**config.mk**
```make
export PLATFORM = sky130hd
export DESIGN_NAME = pool_engine
export DESIGN_NICKNAME = d
export VERILOG_FILES = /design/src/rtl/pool_engine.sv
export SDC_FILE = /design/constraint.sdc
export NUM_CORES = 1
export LEC_CHECK = 0
export CAP_MARGIN = 5
export CORE_ASPECT_RATIO = 1.25
export CORE_MARGIN = 10
export CORE_UTILIZATION = 39
export CTS_CLUSTER_SIZE = 10
export DETAILED_ROUTE_END_ITERATION = 7
export PLACE_DENSITY_LB_ADDON = 0.1
export SETUP_SLACK_MARGIN = 0.05
export SLEW_MARGIN = 20
export SYNTH_ARGS = -nofsm -noshare
export SYNTH_HDL_FRONTEND = slang
export SYNTH_SLANG_ARGS = --single-unit
```
**constraint.sdc**
```tcl
create_clock -name clk_i -period 2.6 [get_ports clk_i]
set_input_delay 0.78 -clock clk_i [delete_from_list [all_inputs] [get_ports clk_i]]
set_output_delay 0.78 -clock clk_i [all_outputs]
set_load 0.01 [all_outputs]
```
**src/rtl/pool_engine.sv**
```systemverilog
// Max-pooling sequencer: streams 2-pixel words from the pooled-feature buffer, reduces each
// window to its signed maximum and writes one value per window to the conv-input buffer.
module pool_engine #(
    parameter int unsigned DATSIZE = 22
) (
    input  logic                   clk_i,
    input  logic                   rst_ni,
    input  logic [3:0]             state_i,
    input  logic                   start_i,
    output logic                   busy_o,
    output logic                   done_o,
    output logic                   rd_en_o,
    output logic [5:0]             rd_y_o,
    output logic [5:0]             rd_x_o,
    output logic [5:0]             rd_c_o,
    output logic                   rd_updown_o,
    input  logic [2*DATSIZE-1:0]   rd_data_i,
    output logic                   wr_en_o,
    output logic [5:0]             wr_y_o,
    output logic [5:0]             wr_x_o,
    output logic [5:0]             wr_c_o,
    output logic [DATSIZE-1:0]     wr_data_o
);

    localparam logic [3:0] Pool1 = 4'b0011;
    localparam logic [3:0] Pool2 = 4'b0101;
    localparam logic [3:0] Pool3 = 4'b0111;

    typedef enum logic [1:0] {StIdle, StRun, StDrain} state_e;

    state_e st_q, st_d;
    logic [3:0] layer_q, layer_d;
    logic [5:0] c_q, c_d, oy_q, oy_d, ox_q, ox_d;
    logic [2:0] k_q, k_d;
    logic       busy_q, busy_d, done_q, done_d;
    logic       rd_en_q, rd_en_d, rd_updown_q, rd_updown_d;
    logic [5:0] rd_y_q, rd_y_d, rd_x_q, rd_x_d, rd_c_q, rd_c_d;
    // Pipeline stage describing the word arriving on rd_data_i this cycle.
    logic       vld_q, vld_d, plast_q, plast_d, pfirst_q, pfirst_d;
    logic [5:0] pc_q, pc_d, poy_q, poy_d, pox_q, pox_d;
    logic signed [DATSIZE-1:0] max_q, max_d;
    logic       wr_en_q, wr_en_d;
    logic [5:0] wr_y_q, wr_y_d, wr_x_q, wr_x_d, wr_c_q, wr_c_d;
    logic [DATSIZE-1:0] wr_data_q, wr_data_d;

    logic [5:0] last_c, last_o;
    logic [2:0] last_k;
    logic       last_read, abort, is8;
    logic signed [DATSIZE-1:0] lo_w, hi_w, wmax_w, fold_w;

    always_comb begin
        last_c = 6'd15;
        last_o = 6'd15;
        last_k = 3'd1;
        if (layer_q == Pool2) begin
            last_c = 6'd31;
            last_o = 6'd7;
        end else if (layer_q == Pool3) begin
            last_c = 6'd63;
            last_o = 6'd1;
            last_k = 3'd7;
        end
    end

    assign lo_w   = rd_data_i[DATSIZE-1:0];
    assign hi_w   = rd_data_i[2*DATSIZE-1:DATSIZE];
    assign wmax_w = (hi_w > lo_w) ? hi_w : lo_w;
    // First word of a window seeds the running max, so all-negative windows stay negative.
    assign fold_w = (pfirst_q || wmax_w > max_q) ? wmax_w : max_q;

    assign last_read = (k_q == last_k) && (ox_q == last_o) && (oy_q == last_o) && (c_q == last_c);
    assign abort     = (st_q != StIdle) && (state_i != layer_q);

    always_comb begin
        st_d      = st_q;
        layer_d   = layer_q;
        c_d       = c_q;
        oy_d      = oy_q;
        ox_d      = ox_q;
        k_d       = k_q;
        done_d    = 1'b0;
        rd_en_d   = 1'b0;
        vld_d     = 1'b0;
        pfirst_d  = (k_q == 3'd0);
        plast_d   = (k_q == last_k);
        pc_d      = c_q;
        poy_d     = oy_q;
        pox_d     = ox_q;
        max_d     = max_q;
        wr_en_d   = 1'b0;
        wr_c_d    = 6'd0;
        wr_y_d    = 6'd0;
        wr_x_d    = 6'd0;
        wr_data_d = '0;

        unique case (st_q)
            StIdle: begin
                if (start_i && (state_i == Pool1 || state_i == Pool2 || state_i == Pool3)) begin
                    st_d    = StRun;
                    layer_d = state_i;
                    c_d     = 6'd0;
                    oy_d    = 6'd0;
                    ox_d    = 6'd0;
                    k_d     = 3'd0;
                    rd_en_d = 1'b1;
                end
            end
            StRun: begin
                vld_d = 1'b1;
                if (last_read) begin
                    st_d = StDrain;
                end else begin
                    rd_en_d = 1'b1;
                    k_d     = k_q + 3'd1;
                    if (k_q == last_k) begin
                        k_d  = 3'd0;
                        ox_d = ox_q + 6'd1;
                        if (ox_q == last_o) begin
                            ox_d = 6'd0;
                            oy_d = oy_q + 6'd1;
                            if (oy_q == last_o) begin
                                oy_d = 6'd0;
                                c_d  = c_q + 6'd1;
                            end
                        end
                    end
                end
            end
            StDrain: begin
                if (wr_en_q) begin
                    st_d   = StIdle;
                    done_d = 1'b1;
                end
            end
            default: st_d = StIdle;
        endcase

        if (vld_q) begin
            max_d = fold_w;
            if (plast_q) begin
                wr_en_d   = 1'b1;
                wr_c_d    = pc_q;
                wr_y_d    = poy_q;
                wr_x_d    = pox_q;
                wr_data_d = fold_w;
            end
        end

        if (abort) begin
            st_d    = StIdle;
            rd_en_d = 1'b0;
            vld_d   = 1'b0;
            wr_en_d = 1'b0;
            done_d  = 1'b0;
            c_d     = 6'd0;
            oy_d    = 6'd0;
            ox_d    = 6'd0;
            k_d     = 3'd0;
        end
    end

    assign is8    = (layer_d == Pool3);
    assign busy_d = (st_d != StIdle);

    always_comb begin
        rd_c_d      = 6'd0;
        rd_y_d      = 6'd0;
        rd_x_d      = 6'd0;
        rd_updown_d = 1'b0;
        if (rd_en_d) begin
            rd_c_d      = c_d;
            rd_y_d      = is8 ? {oy_d[4:0], k_d[2]} : oy_d;
            rd_x_d      = is8 ? {ox_d[4:0], k_d[0]} : ox_d;
            rd_updown_d = is8 ? k_d[1] : k_d[0];
        end
    end

    always_ff @(posedge clk_i or negedge rst_ni) begin
        if (!rst_ni) begin
            st_q        <= StIdle;
            layer_q     <= 4'd0;
            c_q         <= 6'd0;
            oy_q        <= 6'd0;
            ox_q        <= 6'd0;
            k_q         <= 3'd0;
            busy_q      <= 1'b0;
            done_q      <= 1'b0;
            rd_en_q     <= 1'b0;
            rd_y_q      <= 6'd0;
            rd_x_q      <= 6'd0;
            rd_c_q      <= 6'd0;
            rd_updown_q <= 1'b0;
            vld_q       <= 1'b0;
            pfirst_q    <= 1'b0;
            plast_q     <= 1'b0;
            pc_q        <= 6'd0;
            poy_q       <= 6'd0;
            pox_q       <= 6'd0;
            max_q       <= '0;
            wr_en_q     <= 1'b0;
            wr_y_q      <= 6'd0;
            wr_x_q      <= 6'd0;
            wr_c_q      <= 6'd0;
            wr_data_q   <= '0;
        end else begin
            st_q        <= st_d;
            layer_q     <= layer_d;
            c_q         <= c_d;
            oy_q        <= oy_d;
            ox_q        <= ox_d;
            k_q         <= k_d;
            busy_q      <= busy_d;
            done_q      <= done_d;
            rd_en_q     <= rd_en_d;
            rd_y_q      <= rd_y_d;
            rd_x_q      <= rd_x_d;
            rd_c_q      <= rd_c_d;
            rd_updown_q <= rd_updown_d;
            vld_q       <= vld_d;
            pfirst_q    <= pfirst_d;
            plast_q     <= plast_d;
            pc_q        <= pc_d;
            poy_q       <= poy_d;
            pox_q       <= pox_d;
            max_q       <= max_d;
            wr_en_q     <= wr_en_d;
            wr_y_q      <= wr_y_d;
            wr_x_q      <= wr_x_d;
            wr_c_q      <= wr_c_d;
            wr_data_q   <= wr_data_d;
        end
    end

    assign busy_o      = busy_q;
    assign done_o      = done_q;
    assign rd_en_o     = rd_en_q;
    assign rd_y_o      = rd_y_q;
    assign rd_x_o      = rd_x_q;
    assign rd_c_o      = rd_c_q;
    assign rd_updown_o = rd_updown_q;
    assign wr_en_o     = wr_en_q;
    assign wr_y_o      = wr_y_q;
    assign wr_x_o      = wr_x_q;
    assign wr_c_o      = wr_c_q;
    assign wr_data_o   = wr_data_q;

endmodule
```
==> metrics.md <==
| Metric | Value |
|---|---|
| Status | `complete, but fails checks` |
| Failing checks | `negative setup slack` |
| Initial antenna violation count | `0` |
| Initial Util | `39.4%` |
| Yosys reg bits | `133` |
| Dpl cell area | `9590 um^2` |
| Die W | `138 um` |
| Grt total ovfl | `0` |
| Setup crit end kind | `flop` |
| I/O Buffers | `113` |
| Netlist cell types | `64` |
| Top delay family on crit path | `buffers and inverters` |
| Die area | `23200 um^2` |
| Total track usage | `18.5%` |
| Min Hold Slack | `0.260 ns` |
| CTS tree | `done` |
| Worst path max stage delay | `0.30 ns` |
| Initial DRC Count | `382` |
| Setup Skew | `0.00672 ns` |
| Core area | `17300 um^2` |
| Setup Viol. Count Final | `44` |
| Main flop type after synthesis | `dfrtp_1` |
| Syn avg cell area | `9.70 um^2` |
| Setup TNS | `-69.69 ns` |
| Design area | `11400 um^2` |
| FILL cells | `1335` |
| Unrepaired setup endpoints after global routing | `yes` |
| 1st-pass router iterations | `5` |
| CTS Buffer Depth | `2` |
| CP required | `2.93 ns` |
| Vias | `6673` |
| Share of the synthesized area in the top cell type | `48.8%` |
| Critical path class | `primary input to flop` |
| Ant. Diodes | `0` |
| Syn Inst Count | `703` |
| Ports | `114` |
| Final nets | `1086` |
| Most common cell after layout, fill and taps aside | `buf_4` |
| CTS H-Tree Depth | `4` |
| Worst slew margin | `64.2%` |
| Clk_lat worst skew | `0.42 ns` |
| Area of the multi-input gates | `4410 um^2` |
| Crit start category | `primary input` |
| Synth area leader | `dfrtp_1` |
| Ys Warns | `0` |
| Synth Net Count | `803` |
| Hold Fails Final Rpt | `0` |
| Dpl cells | `1155` |
| Worst path arrival time | `4.58 ns` |
| Max FO, Critical Path | `6` |
| Largest net degree at the start of global routing | `50` |
| Tmin final | `4.25 ns` |
| Dpl hpwl | `15000 um` |
| PwrDens | `656 nW/um^2` |
| PnR worst setup slack | `-1.65 ns` |
| Mapped Area | `6820 um^2` |
| Worst Tran Pin Value | `0.537 ns` |
| Most frequent cells in the layout | `buf_4, dfrtp_1, clkdlybuf4s50_1, nor2_1` |
| Vias per cell | `5.46` |
| Final Slew Violations | `0` |
| Reg area | `3330 um^2` |
| Period Utilization, post-route | `163%` |
| First-pass GRT wire length | `35100 um` |
| # rows | `54` |
| DRC violations left | `0` |
| DIE HEIGHT | `168 um` |
| Area grow syn2layout | `67.5%` |
| Fmax | `0.235 GHz` |
| Root buffer cell | `clkbuf_16` |
| Top cell by count, worst path | `buf_4` |
| Maximum vdd drop | `0.392 mV` |
| Routed Antenna Nets | `0` |
| CTS clk-pin slew, worst paths | `0.06 ns` |
| Cts bufs inserted | `17` |
| WP buf/inv | `10` |
| Layout cells sized above 1 | `44.8%` |
| Number of synthesized flops with an enable pin | `0` |
| Top cells by area, synth | `dfrtp_1, ha_1, a31oi_1` |
| Max-Cap Viols | `0` |
| Min-Delay Path Class | `primary input to asynchronous set/reset pin` |
| WL final | `23000 um` |
| Async S/R FF share, synth | `100%` |
| Final Instance Count excl. Fillers | `1223` |
| Vias in the first global route | `6772` |
| Seq/Total Area, Yosys | `48.8%` |
| Clock sink total | `133` |
| WL per Instance | `18.8 um` |
| Critical path's slowest cell | `a2111oi_4` |
| Leakage dissipation | `5.11 nW` |
| Gpl congestion | `0.831` |
## cells by family (layout without fill, tap and decap cells)
group / Yosys count / after routing / share of synthesized area, %
DFF: 133 / 133 / 48.8
muxes: 10 / 10 / 1.60
xor gates and xnor gates: 16 / 16 / 2.05
AOI/OAI and AO/OA: 170 / 170 / 15.3
adders and majority gates: 49 / 49 / 8.99
buffers and inverters: 85 / 381 / 4.73
and+or+nand+nor: 240 / 240 / 18.6
## final cells by class
| class | instances | area share, % |
|---|---|---|
| clock inverters | 10 | 1.04 |
| well taps | 224 | 2.45 |
| flip-flops and latches | 133 | 29.1 |
| multi-input cells | 485 | 38.5 |
| repair buffers | 293 | 22.6 |
| inverters | 56 | 2.04 |
| clock buffers | 22 | 4.15 |
## stage by stage
stage	power, W	worst slack, ns	utilization (%)
floorplan	0.00348	-1.53	-
global placement	0.00419	-2.41	55.4
detailed placement	0.00424	-2.52	55.4
CTS	0.00706	-1.54	62.6
global route	0.00789	-1.76	66.1
finish	0.00750	-1.65	66.1
## worst register-to-register path, stage by stage, from the launching register on
cell and delay (ns):
dfrtp_1 0.42, inv_1 0.10, ha_4 0.27, nand4_1 0.14, nor2_4 0.17, buf_6 0.11
and3_4 0.20, o21ai_4 0.09, a2111oi_4 0.39, buf_6 0.22, clkbuf_16 0.17, nor2_1 0.05
a31oi_1 0.16
## what timing repair did
action	CTS	global route
pin swaps	46	38
gates cloned	9	2
hold buffers	0	0
setup buffers	16	12
gates resized for setup	285	113
endpoints found under the setup margin	55	71
## power breakdown
group | total [W] | switching [W] | internal (W)
clock network | 0.00240 | 0.000910 | 0.00149
registers | 0.00249 | 0.000226 | 0.00227
logic | 0.00261 | 0.00131 | 0.00129
total | 0.00750 | 0.00245 | 0.00505
## cell usage after synthesis, drive strengths merged (8+ instances only)
cell / n
clkbuf: 25
nor2: 62
o21ai: 57
nand4: 10
a21oi: 33
and4: 8
ha: 49
inv: 56
nand2: 52
dfrtp: 133
a31oi: 51
nor3: 9
and3: 21
xnor2: 10
nand3: 40
nor2b: 11
## path summary, 6_finish.rpt
kind	to	from	slack, ns	depth (start not counted)
max	max_q[21]	rd_data_i[13]	-1.65	25
min	wr_y_o[3]	rst_ni	0.26	1
max reg2reg	max_q[21]	max_q[15]	0.02	12
min reg2reg	pox_q[5]	ox_q[5]	0.44	0
max in group asynchronous	max_q[20]	rst_ni	1.76	2
min in group clk_i	pox_q[5]	ox_q[5]	0.44	0
## per-layer routing
metal / wire length [um] / track usage (%)
met2: 11400 / 30.2
met5: 0 / 0
met4: 429 / 6.66
met1: 9750 / 23.1
met3: 1400 / 4.87
Power figures use the tool's default switching activity.
